$ cat config.mk
export PLATFORM = sky130hd
export DESIGN_NAME = output_result_buffer
export DESIGN_NICKNAME = d
export VERILOG_FILES = /design/src/rtl/output_result_buffer.sv
export SDC_FILE = /design/constraint.sdc
export NUM_CORES = 1
export LEC_CHECK = 0
export BUFFER_PORTS_ARGS = -buffer_cell sky130_fd_sc_hd__buf_4
export CORE_ASPECT_RATIO = 0.6
export CORE_MARGIN = 8
export CORE_UTILIZATION = 45
export DETAILED_ROUTE_END_ITERATION = 8
export GPL_ROUTABILITY_DRIVEN = 0
export REMOVE_ABC_BUFFERS = 1
export SYNTH_ARGS = -nofsm -noshare
export SYNTH_HDL_FRONTEND = slang
export SYNTH_SLANG_ARGS = --single-unit
$ cat constraint.sdc
create_clock -name clk -period 4.04 [get_ports clk]
set_input_delay 0.404 -clock clk [delete_from_list [all_inputs] [get_ports clk]]
set_output_delay 0.404 -clock clk [all_outputs]
set_load 0.1 [all_outputs]
$ cat src/rtl/output_result_buffer.sv
// Double-buffered multi-lane result store: rescales NUM_LANES signed results per beat and ping-pongs two banks between writer and reader.
// Latency: accepted beat written on the accepting edge, readable after its swap; read data 1 cycle after read_en.
// Backpressure: result_ready drops when the fill bank is full or a swap is waiting; a beat offered then is dropped and overflow is set.
module output_result_buffer #(
    parameter int DATA_WIDTH   = 8,
    parameter int VECTOR_WIDTH = 4,
    parameter int NUM_LANES    = 2,
    parameter int ADDR_WIDTH   = 5,
    parameter int MEM_SIZE     = 32,
    parameter int RESULT_WIDTH = 2*DATA_WIDTH + $clog2(VECTOR_WIDTH),
    parameter int SHIFT_WIDTH  = $clog2(RESULT_WIDTH)
) (
    input  logic                              clk,
    input  logic                              rst_n,
    input  logic [NUM_LANES*RESULT_WIDTH-1:0] dot_product_result,
    input  logic                              result_valid,
    output logic                              result_ready,
    input  logic                              processing_done,
    input  logic [SHIFT_WIDTH-1:0]            shift_amt,
    input  logic                              sat_en,
    input  logic                              clear_flags,
    input  logic                              read_en,
    input  logic [ADDR_WIDTH-1:0]             read_addr,
    input  logic                              bank_release,
    output logic [DATA_WIDTH-1:0]             result_out,
    output logic                              read_valid,
    output logic                              bank_ready,
    output logic [ADDR_WIDTH:0]               ready_count,
    output logic                              writer_busy,
    output logic                              writer_done,
    output logic                              overflow,
    output logic                              sat_flag
);

    localparam int PTR_W     = ADDR_WIDTH + 1;
    localparam int MEM_WORDS = 2 * MEM_SIZE;
    localparam int MEM_AW    = (MEM_WORDS > 1) ? $clog2(MEM_WORDS) : 1;

    // Saturation bounds expressed at result width so comparisons stay signed.
    localparam int SMAX = (2 ** (DATA_WIDTH - 1)) - 1;
    localparam logic signed [RESULT_WIDTH-1:0] SAT_MAX = RESULT_WIDTH'(SMAX);
    localparam logic signed [RESULT_WIDTH-1:0] SAT_MIN = RESULT_WIDTH'(-SMAX - 1);
    localparam logic [DATA_WIDTH-1:0] WORD_MAX = {1'b0, {(DATA_WIDTH-1){1'b1}}};
    localparam logic [DATA_WIDTH-1:0] WORD_MIN = {1'b1, {(DATA_WIDTH-1){1'b0}}};

    typedef enum logic [1:0] {
        IDLE      = 2'd0,
        FILL      = 2'd1,
        SWAP_WAIT = 2'd2
    } state_t;

    // Both banks live in one array: bank b occupies words [b*MEM_SIZE +: MEM_SIZE].
    logic [DATA_WIDTH-1:0] mem [MEM_WORDS];

    state_t                state_q,        state_d;
    logic [PTR_W-1:0]      wptr_q,         wptr_d;
    logic                  wr_bank_q,      wr_bank_d;
    logic                  bank_ready_q,   bank_ready_d;
    logic [PTR_W-1:0]      ready_count_q,  ready_count_d;
    logic                  writer_done_q,  writer_done_d;
    logic                  overflow_q,     overflow_d;
    logic                  sat_flag_q,     sat_flag_d;
    logic [DATA_WIDTH-1:0] result_out_q,   result_out_d;
    logic                  read_valid_q,   read_valid_d;

    logic signed [RESULT_WIDTH-1:0] lane_res   [NUM_LANES];
    logic signed [RESULT_WIDTH-1:0] lane_shr   [NUM_LANES];
    logic        [DATA_WIDTH-1:0]   lane_word  [NUM_LANES];
    logic        [MEM_AW-1:0]       wr_idx     [NUM_LANES];
    logic        [NUM_LANES-1:0]    lane_clamp;

    logic                  accept;
    logic                  swap;
    logic [PTR_W-1:0]      wptr_acc;
    logic [MEM_AW-1:0]     rd_idx;

    // Ready only while a whole beat still fits and no swap is pending.
    assign result_ready = (state_q != SWAP_WAIT) && ((int'(wptr_q) + NUM_LANES) <= MEM_SIZE);
    assign accept       = result_valid && result_ready;
    assign wptr_acc     = accept ? (wptr_q + PTR_W'(NUM_LANES)) : wptr_q;

    // Per-lane rescale: arithmetic shift, then clamp or truncate to the stored width.
    always_comb begin
        lane_clamp = '0;
        for (int k = 0; k < NUM_LANES; k++) begin
            lane_res[k]  = $signed(dot_product_result[k*RESULT_WIDTH +: RESULT_WIDTH]);
            lane_shr[k]  = lane_res[k] >>> shift_amt;
            lane_word[k] = lane_shr[k][DATA_WIDTH-1:0];
            wr_idx[k]    = MEM_AW'((wr_bank_q ? MEM_SIZE : 0) + int'(wptr_q) + k);
            if (sat_en) begin
                if (lane_shr[k] > SAT_MAX) begin
                    lane_word[k]  = WORD_MAX;
                    lane_clamp[k] = 1'b1;
                end else if (lane_shr[k] < SAT_MIN) begin
                    lane_word[k]  = WORD_MIN;
                    lane_clamp[k] = 1'b1;
                end
            end
        end
    end

    // Writer FSM next state, bank handover, release and sticky flags.
    always_comb begin
        state_d       = state_q;
        wptr_d        = wptr_acc;
        wr_bank_d     = wr_bank_q;
        bank_ready_d  = bank_ready_q;
        ready_count_d = ready_count_q;
        writer_done_d = 1'b0;
        swap          = 1'b0;

        case (state_q)
            IDLE: begin
                // A done pulse with nothing written is ignored.
                if (accept) begin
                    state_d = FILL;
                end
            end
            FILL: begin
                // The registered bank_ready is used, so a release on this same
                // edge still routes through SWAP_WAIT.
                if (processing_done) begin
                    if (!bank_ready_q) begin
                        swap    = 1'b1;
                        state_d = IDLE;
                    end else begin
                        state_d = SWAP_WAIT;
                    end
                end
            end
            SWAP_WAIT: begin
                if (!bank_ready_q) begin
                    swap    = 1'b1;
                    state_d = IDLE;
                end
            end
            default: begin
                state_d = IDLE;
            end
        endcase

        if (swap) begin
            // wptr_acc includes a beat accepted alongside processing_done.
            bank_ready_d  = 1'b1;
            ready_count_d = wptr_acc;
            wr_bank_d     = ~wr_bank_q;
            wptr_d        = '0;
            writer_done_d = 1'b1;
        end else if (bank_release && bank_ready_q) begin
            bank_ready_d  = 1'b0;
            ready_count_d = '0;
        end

        // Clearing wins over a set in the same cycle.
        overflow_d = overflow_q | (result_valid && !result_ready);
        sat_flag_d = sat_flag_q | (accept && (|lane_clamp));
        if (clear_flags) begin
            overflow_d = 1'b0;
            sat_flag_d = 1'b0;
        end
    end

    // Read port: words beyond ready_count read back as zero.
    always_comb begin
        rd_idx       = MEM_AW'((wr_bank_q ? 0 : MEM_SIZE) + int'(read_addr));
        result_out_d = result_out_q;
        read_valid_d = 1'b0;
        if (read_en && bank_ready_q) begin
            read_valid_d = 1'b1;
            if ({1'b0, read_addr} >= ready_count_q) begin
                result_out_d = '0;
            end else begin
                result_out_d = mem[rd_idx];
            end
        end
    end

    // Storage is not reset; all lanes of an accepted beat land on the same edge.
    always_ff @(posedge clk) begin
        if (accept) begin
            for (int k = 0; k < NUM_LANES; k++) begin
                mem[wr_idx[k]] <= lane_word[k];
            end
        end
    end

    // Control and output registers.
    always_ff @(posedge clk or negedge rst_n) begin
        if (!rst_n) begin
            state_q       <= IDLE;
            wptr_q        <= '0;
            wr_bank_q     <= 1'b0;
            bank_ready_q  <= 1'b0;
            ready_count_q <= '0;
            writer_done_q <= 1'b0;
            overflow_q    <= 1'b0;
            sat_flag_q    <= 1'b0;
            result_out_q  <= '0;
            read_valid_q  <= 1'b0;
        end else begin
            state_q       <= state_d;
            wptr_q        <= wptr_d;
            wr_bank_q     <= wr_bank_d;
            bank_ready_q  <= bank_ready_d;
            ready_count_q <= ready_count_d;
            writer_done_q <= writer_done_d;
            overflow_q    <= overflow_d;
            sat_flag_q    <= sat_flag_d;
            result_out_q  <= result_out_d;
            read_valid_q  <= read_valid_d;
        end
    end

    assign result_out  = result_out_q;
    assign read_valid  = read_valid_q;
    assign bank_ready  = bank_ready_q;
    assign ready_count = ready_count_q;
    assign writer_busy = (state_q != IDLE);
    assign writer_done = writer_done_q;
    assign overflow    = overflow_q;
    assign sat_flag    = sat_flag_q;

endmodule
Word level (Yosys, flattened, before mapping)
Memories as Yosys holds them, arrays and structs flattened.
Index checks and enable logic that the tools add are counted.
Word-level totals
  RAM bits: 512
  bits in registers: 28
  memories: 1
  output and inout bits: 21
  bits of input ports: 54
  logic and storage cells: 80
Memories
  mem: depth 64, width 8, read ports 1, clocked after Yosys merged registers in 0, write ports 2, RTL line 53  | logic [DATA_WIDTH-1:0] mem [MEM_WORDS];
Cells by class
  equality and inequality tests: 6
  reductions and logical operators: 12
  bitwise gates (word level): 3
  multiplexer cells: 35
  shift operators: 2
  add/sub/neg operators: 5
  magnitude comparators: 6
Operator list (number)
  $mux 8: 7
  $gt 18x8->1 const B: 2
  $lt 18x8->1 const B: 2
  $mux 6: 6
  $sshr 18x5->18: 2
  $mux 1: 16
  $mux 2: 4
  $ne 2x2->1 const B: 4
  $add 6x2->7 const B: 1
  $le 7x6->1 const B: 1
  $add 6x1->6 const B: 1
  $add 6x2->6 const B: 1
  $add 6x5->6: 1
  $add 6x6->6: 1
  $ge 5x6->1: 1
  $logic_and 1x1->1: 6
  $pmux 2 s3: 1
  $reduce_bool 2->1: 2
  $reduce_and 3->1: 1
  $eq 2x1->1 const B: 1
  $eq 2x2->1 const B: 1
  $logic_not 2->1: 1
  $or 1x1->1: 2
  $pmux 1 s2: 1
  3 further kinds: 3

Longest topological paths before layout
Gate-level depths: netlist of the first run.
  word-level depth: 9
  depth in mapped cells: 14
  mapped depth without buffers: 10

Worst setup path before layout of the first run
No wires, ideal clock.
  kind: reg-to-output
  start point: register wptr_q[1]
  end point: output port result_ready
  slack: 0.104 ns
  buffers on the path: 0
  data arrival time: 3.532 ns
  data required time: 3.636 ns
  stages on the path, launching flop included: 6
  cell sequence: dfrtp_1 ha_1 nor3_1 a31oi_1 or3_1 a211oi_1
On the way
  word-level cells in the longest chain between the ends: 3
RTL lines
  start: declaration: RTL line 56  | logic [PTR_W-1:0] wptr_q, wptr_d;
  start signal: assignment: RTL line 202  | wptr_q <= wptr_d;
  $add 6x2->7: RTL line 78  | assign result_ready = (state_q != SWAP_WAIT) && ((int'(wptr_q) + NUM_LANES) <= MEM_SIZE);
  $le 7x6->1: RTL line 78
  $logic_and 1x1->1: RTL line 78
  end: declaration: RTL line 17  | output logic result_ready,
No other way between the ends.

==> flow_summary.yaml, run 1 <==
clock_network:
  root_buffer: "clkbuf_16"
  postCtsResizedCells: 0
  cts_made_buffers: 50
  tritoncts: "yes"
  htreeDepth: 2
  clk_latency_ns: 0.59
  clkTransAtPathRegs_ns: 0.07
  cts.sinks: 539
  post_cts_buffers: 0
  clockBufferDepth: 3
layout:
  final_cell_mix: "edfxtp_1, mux2i_1, mux4_2"
  final_common_cell: "edfxtp_1"
  layout-drive-gt1-share_pct: 28.6
  final_nets: 1782
  final_cells: 2527
  area_growth_pct: 13.9
  n_antenna_cell: 0
route:
  drc_errors: 0
  viasPerCell: 6.18
  vias: 15611
  drt_iter0_drc: 1949
  routed_wl_mm: 75.8
  drtPass1Iterations: 5
  wl_per_cell_um: 30.0
  final_antenna_net_count: 0
status:
  outcome: "completed"
yosys:
  synth_warnings: 0
  synth-simple-area-share_pct: 3.96
  synth_top_family_by_area: "multiplexers"
  synth_cell_types: 70
  avgSynthCellArea_sq_um: 16.4
  synth_mux_area_share_pct: 26.0
  syn_area_sq_um: 26300
  synth_edf_count: 512
  seq_area_frac_synth_pct: 61.0
  synth_compound_gate_area_share_pct: 4.39
  synth_xor_area_share_pct: 0.300
  synth_adder_area_share_pct: 0.618
  async_reset_ff_share_pct: 5.01
  ys_ff_latch: 539
  synthCells: 1600
  yosys_most_used_dff: "edfxtp_1"
die:
  start_util_pct: 45.6
  coreArea_sq_um: 57700
  die_h_um: 203
  die-area_sq_um: 66700
  die-width_um: 328
  ios: 75
  rows: 68
global_routing:
  antenna_found_initial: 2
  grt_pass1_vias: 15488
  grt-ovfl-total: 0
  grt_pass1_wl_mm: 111
  grt_max_degree: 65
  globalRouteTotalUtil_pct: 22.5
critical_path:
  path_class: "flop to flop"
  cp.required_ns: 4.25
  worstPathMaxFanout: 26
  cp-end-kind: "flop"
  worstRegToRegCells: 8
  cp.arrival_ns: 3.85
  start_kind: "flop"
timing:
  fin_crit_ns: 3.64
  rsz0062_at_grt: "no"
  drv_slew: 0
  final.setup.tns_ns: 0
  layout_setup_ws_ns: 0.398
  hold_viol_final: 0
  finalSetupViolations: 0
  slew_headroom_pct: 30.3
  fmax_ghz: 0.275
  skew_ns: 0.0205
  whs_ns: 0.284
  tightest_slew_ns: 1.04
  period_share_pct: 90.1
worst_hold_path:
  hold_class: "input port to flop"
  worstHoldPathCells: 4
power:
  vdd_drop_max_v: 0.000333
  p_leak_nw: 10.6
  p_per_area_nw_per_um2: 523
job:
  cap_violations: 0
place:
  dp_hpwl_mm: 50.1
  place_ws_ns: 0.240
  io_buffer_count: 74
  dpl.cell_count: 2430
power by group:
group,switching (W),internal (W)
Sequential,0.000203,0.00674
Clock,0.00215,0.00275
Combinational,0.00262,0.00124
worst max-delay path, cell delays in order (launching register included):
cell,delay [ns]
dfrtp_1,0.48
ha_1,0.31
nor3_1,0.19
a31oi_1,0.05
or3_1,0.39
a2111oi_4,0.37
buf_12,0.24
nor3b_1,0.53
and2_1,0.67
worst paths after layout:
| check | startpoint | end | slack [ns] |
|---|---|---|---|
| worst max-delay path | wptr_q[1]$_DFF_PN0_ | mem[59][1]$_DFFE_PP_ | 0.40 |
| max in group asynchronous | rst_n | overflow$_DFF_PN0_ | 3.38 |
| worst min-delay path | processing_done | state_q[0]$_DFFE_PN0P_ | 0.28 |
| worst max register to register | wptr_q[1]$_DFF_PN0_ | mem[59][1]$_DFFE_PP_ | 0.40 |
| min in group asynchronous | rst_n | result_out[3]$_DFFE_PN0P_ | 0.31 |
| worst min register to register | result_out[1]$_DFFE_PN0P_ | result_out[1]$_DFFE_PN0P_ | 0.48 |
cell families (layout without fill, tap and decap cells):
group / after synthesis / after routing
AOI/OAI and AO/OA: 174 / 174
xor gates and xnor gates: 9 / 9
adders and majority gates: 13 / 13
buffers and inverters: 191 / 348
DFF: 539 / 539
muxes: 447 / 447
and+or+nand+nor: 227 / 227
registers in the layout, summed over array words and instances, names as in the netlist:
register / count
mem: 512
bank_ready: 1
writer_done: 1
wptr_q: 5
wr_bank_q: 1
overflow: 1
result_out: 8
read_valid: 1
ready_count: 6
state_q: 2
sat_flag: 1
per-stage QoR:
step | util [%] | area (sq um) | power (W)
6_report | 52.0 | 30000 | 0.0157
5_1_grt | 52.0 | 30000 | 0.0162
4_1_cts | 52.0 | 30000 | 0.0157
3_5_place_dp | 49.0 | 28300 | 0.0109
3_3_place_gp | 49.0 | 28300 | 0.0108
2_1_floorplan | - | 25500 | 0.00926
metal layers:
metal / vias up / share of wire, % / global-route usage (%)
met5: - / 0.016 / 0
met4: 2 / 0.99 / 3.09
met3: 60 / 11 / 5.44
met2: 787 / 43 / 31.9
met1: 8208 / 46 / 35.6
li1: 6554 / - / -
synth_stat cells (3+ instances only):
master | n | area (sq um)
mux4_2 | 183 | 4120
a31oi_1 | 3 | 18.8
o21ai_0 | 49 | 245
o32ai_1 | 3 | 26.3
ha_1 | 13 | 163
buf_6 | 26 | 293
nor2b_1 | 4 | 25.0
nand2_1 | 68 | 255
xnor2_1 | 5 | 43.8
clkbuf_1 | 49 | 184
edfxtp_1 | 512 | 15400
inv_1 | 58 | 218
a21oi_4 | 6 | 97.6
or3_1 | 4 | 25.0
nand4_1 | 3 | 18.8
buf_1 | 15 | 56.3
mux2_2 | 9 | 101
mux2i_1 | 249 | 2490
nor2_1 | 78 | 293
xor2_1 | 4 | 35.0
and2_1 | 17 | 106
mux4_1 | 3 | 78.8
nand3_1 | 15 | 75.1
nor2_2 | 12 | 75.1
a21oi_2 | 8 | 70.1
buf_2 | 40 | 200
nor3_1 | 6 | 30.0
a21oi_1 | 72 | 360
nand2b_1 | 7 | 43.8
a211oi_1 | 5 | 37.5
dfrtp_1 | 27 | 676
final cells by class:
class                   count  area (sq um)
clock buffers              64          1390
clock inverters            30           289
fillers                  4723         27700
inverters                  58           218
multi-input cells         870          9360
flip-flops and latches    539         16100
well taps                 770           963
repair buffers            196          1730
repair_timing:
item,CTS,global route
endpoints found under the setup margin,0,0
hold buffers,3,0
endpoints found under the hold margin,30,0
Power figures use the tool's default switching activity.
==> run 2, diff against run 1 <==
- ABC_AREA: not set -> 1
- clock period: 4.04 -> 3.8 ns (I/O delays scaled with it)
==> flow_summary.yaml, run 2 <==
clock_network:
  root_buffer: "clkbuf_16"
  htreeDepth: 2
  clkTransAtPathRegs_ns: 0.07
  tritoncts: "yes"
  clockBufferDepth: 3
  cts_made_buffers: 51
  clk_latency_ns: 0.60
  post_cts_buffers: 0
  cts.sinks: 539
timing:
  fmax_ghz: 0.307
  slew_headroom_pct: 39.3
  fin_crit_ns: 3.26
  rsz0062_at_grt: "no"
  drv_slew: 0
  hold_viol_final: 0
  tightest_slew_ns: 0.911
  finalSetupViolations: 0
  final.setup.tns_ns: 0
  skew_ns: 0.0232
  whs_ns: 0.127
  period_share_pct: 85.8
worst_hold_path:
  hold_class: "input port to flop"
  min_to: "overflow$_DFF_PN0_"
  min_from: "result_valid"
  worstHoldPathCells: 3
global_routing:
  grt-ovfl-total: 0
  grt_pass1_vias: 20081
  gr-usage-met3_pct: 5.37
  top_usage_layer: "met1"
  grt_max_degree: 91
  grt_use_met2_pct: 35.8
  grtUsageMet1_pct: 36.9
  antenna_found_initial: 0
  globalRouteTotalUtil_pct: 24.3
  grt_pass1_wl_mm: 128
die:
  start_util_pct: 45.5
  rows: 69
  die_h_um: 206
  ios: 75
  die-width_um: 332
  coreArea_sq_um: 59200
  die-area_sq_um: 68200
job:
  cap_violations: 0
power:
  vdd_drop_max_v: 0.000541
  p_per_area_nw_per_um2: 554
  p_leak_nw: 11.3
yosys:
  synth_edf_count: 512
  syn_area_sq_um: 27000
  ys_top_cells_by_area: "edfxtp_1, nand2_1, o21ai_0, nor2_1, nand3_1"
  yosysMostFrequentCell: "nand2_1"
  synth_common_cells: "nand2_1, edfxtp_1, nor2_1, o21ai_0, nand3_1"
  avgSynthCellArea_sq_um: 9.43
  yosys.area.top_type_share_pct: 57.0
  ys_ff_latch: 539
  synth_cell_types: 46
  synth_top_area_cell: "edfxtp_1"
  yosys_most_used_dff: "edfxtp_1"
  seq_area_frac_synth_pct: 59.6
  synth_warnings: 0
  synthCells: 2859
  async_reset_ff_share_pct: 5.01
critical_path:
  worstRegToRegCells: 13
  start_kind: "flop"
  cp.required_ns: 4.13
  path_class: "flop to flop"
  reg2reg_slack_ns: 0.54
  reg2reg_from: "wptr_q[1]$_DFF_PN0_"
  rr_endpoint: "mem[5][2]$_DFFE_PP_"
  cp.arrival_ns: 3.59
  worstPathMaxFanout: 16
  cp-end-kind: "flop"
route:
  drc_errors: 0
  viasPerCell: 5.81
  drt_iter0_drc: 3138
  vias: 21422
  wl_per_cell_um: 22.8
  routed_wl_mm: 84.2
  final_antenna_net_count: 0
  drtPass1Iterations: 6
layout:
  utilization_pct: 51.0
  final_common_cell: "nand2_1"
  layout-drive-gt1-share_pct: 11.8
  fillers: 5350
  final_nets: 2935
  final_cells: 3690
  final_cell_mix: "nand2_1, edfxtp_1, nor2_1"
  largest_reg_flops: 512
  area_growth_pct: 12.1
status:
  outcome: "completed"
place:
  io_buffer_count: 74
  dpl.cell_count: 3593
  dp_hpwl_mm: 52.4
## run 2: per-stage QoR
stage / power [W] / cell area (sq um) / setup WS, ns
global placement: 0.0115 / 28500 / 0.581
detailed placement: 0.0115 / 28500 / 0.520
finish: 0.0167 / 30200 / 0.540
global route: 0.0174 / 30200 / 0.292
floorplan: 0.00999 / 25900 / -1.12
CTS: 0.0167 / 30200 / 0.493
## run 2: worst max-delay path, cell delays in order (launching register included)
cell,delay [ns]
dfrtp_1,0.50
inv_1,0.12
ha_1,0.32
nor2_1,0.15
a31o_1,0.16
nand2_1,0.08
nor2_4,0.24
nand2_4,0.18
inv_12,0.16
nand2_8,0.20
nor2_4,0.40
inv_1,0.27
nand2_1,0.12
o21ai_1,0.06
## run 2: cell type report
cell class / instances / area [sq um] / area share (%)
clock inverters: 24 / 254 / 0.841
inverters: 99 / 394 / 1.30
well taps: 781 / 977 / 3.23
multi-input cells: 2003 / 9510 / 31.5
flip-flops and latches: 539 / 16100 / 53.1
clock buffers: 69 / 1430 / 4.75
diodes: 1 / 2.50 / 0.00828
repair buffers: 174 / 1580 / 5.24
## run 2: worst max path at each step
stage / start / endpoint / slack [ns] / cells past startpoint
3_3_place_gp: wptr_q[1]$_DFF_PN0_ / mem[5][5]$_DFFE_PP_ / 0.58 / 13
2_1_floorplan: read_addr[0] / result_out[0]$_DFFE_PN0P_ / -1.12 / 11
6_report: wptr_q[1]$_DFF_PN0_ / mem[5][2]$_DFFE_PP_ / 0.54 / 13
4_1_cts: wptr_q[1]$_DFF_PN0_ / mem[5][2]$_DFFE_PP_ / 0.49 / 13
5_1_grt: wptr_q[1]$_DFF_PN0_ / mem[5][6]$_DFFE_PP_ / 0.29 / 13
3_5_place_dp: wptr_q[1]$_DFF_PN0_ / mem[5][2]$_DFFE_PP_ / 0.52 / 13
## run 2: what timing repair did
action / CTS / global route
endpoints found under the hold margin: 30 / 0
resized for setup: 0 / 0
hold buffers: 3 / 0
setup endpoints to repair: 0 / 0
## run 2: per-layer routing
layer | part of all wire, % | wire (um)
met1 | 45 | 38200
met2 | 42 | 35700
met3 | 11 | 8960
met4 | 1.5 | 1300
met5 | 0 | 0
## run 2: logic make-up after synthesis
kind of cell | Yosys count | synth area share, %
DFF | 539 | 59.6
AOI/OAI and AO/OA | 629 | 13.1
and+or+nand+nor | 1350 | 21.1
adders and majority gates | 13 | 0.604
muxes | 7 | 0.260
buffers and inverters | 317 | 5.33
xor gates and xnor gates | 4 | 0.130
## run 2: report_power, final
group / internal [W] / total (W) / switching [W]
combinational: 0.00101 / 0.00423 / 0.00322
sequential: 0.00705 / 0.00724 / 0.000188
clock: 0.00298 / 0.00528 / 0.00229
total: 0.0110 / 0.0167 / 0.00570
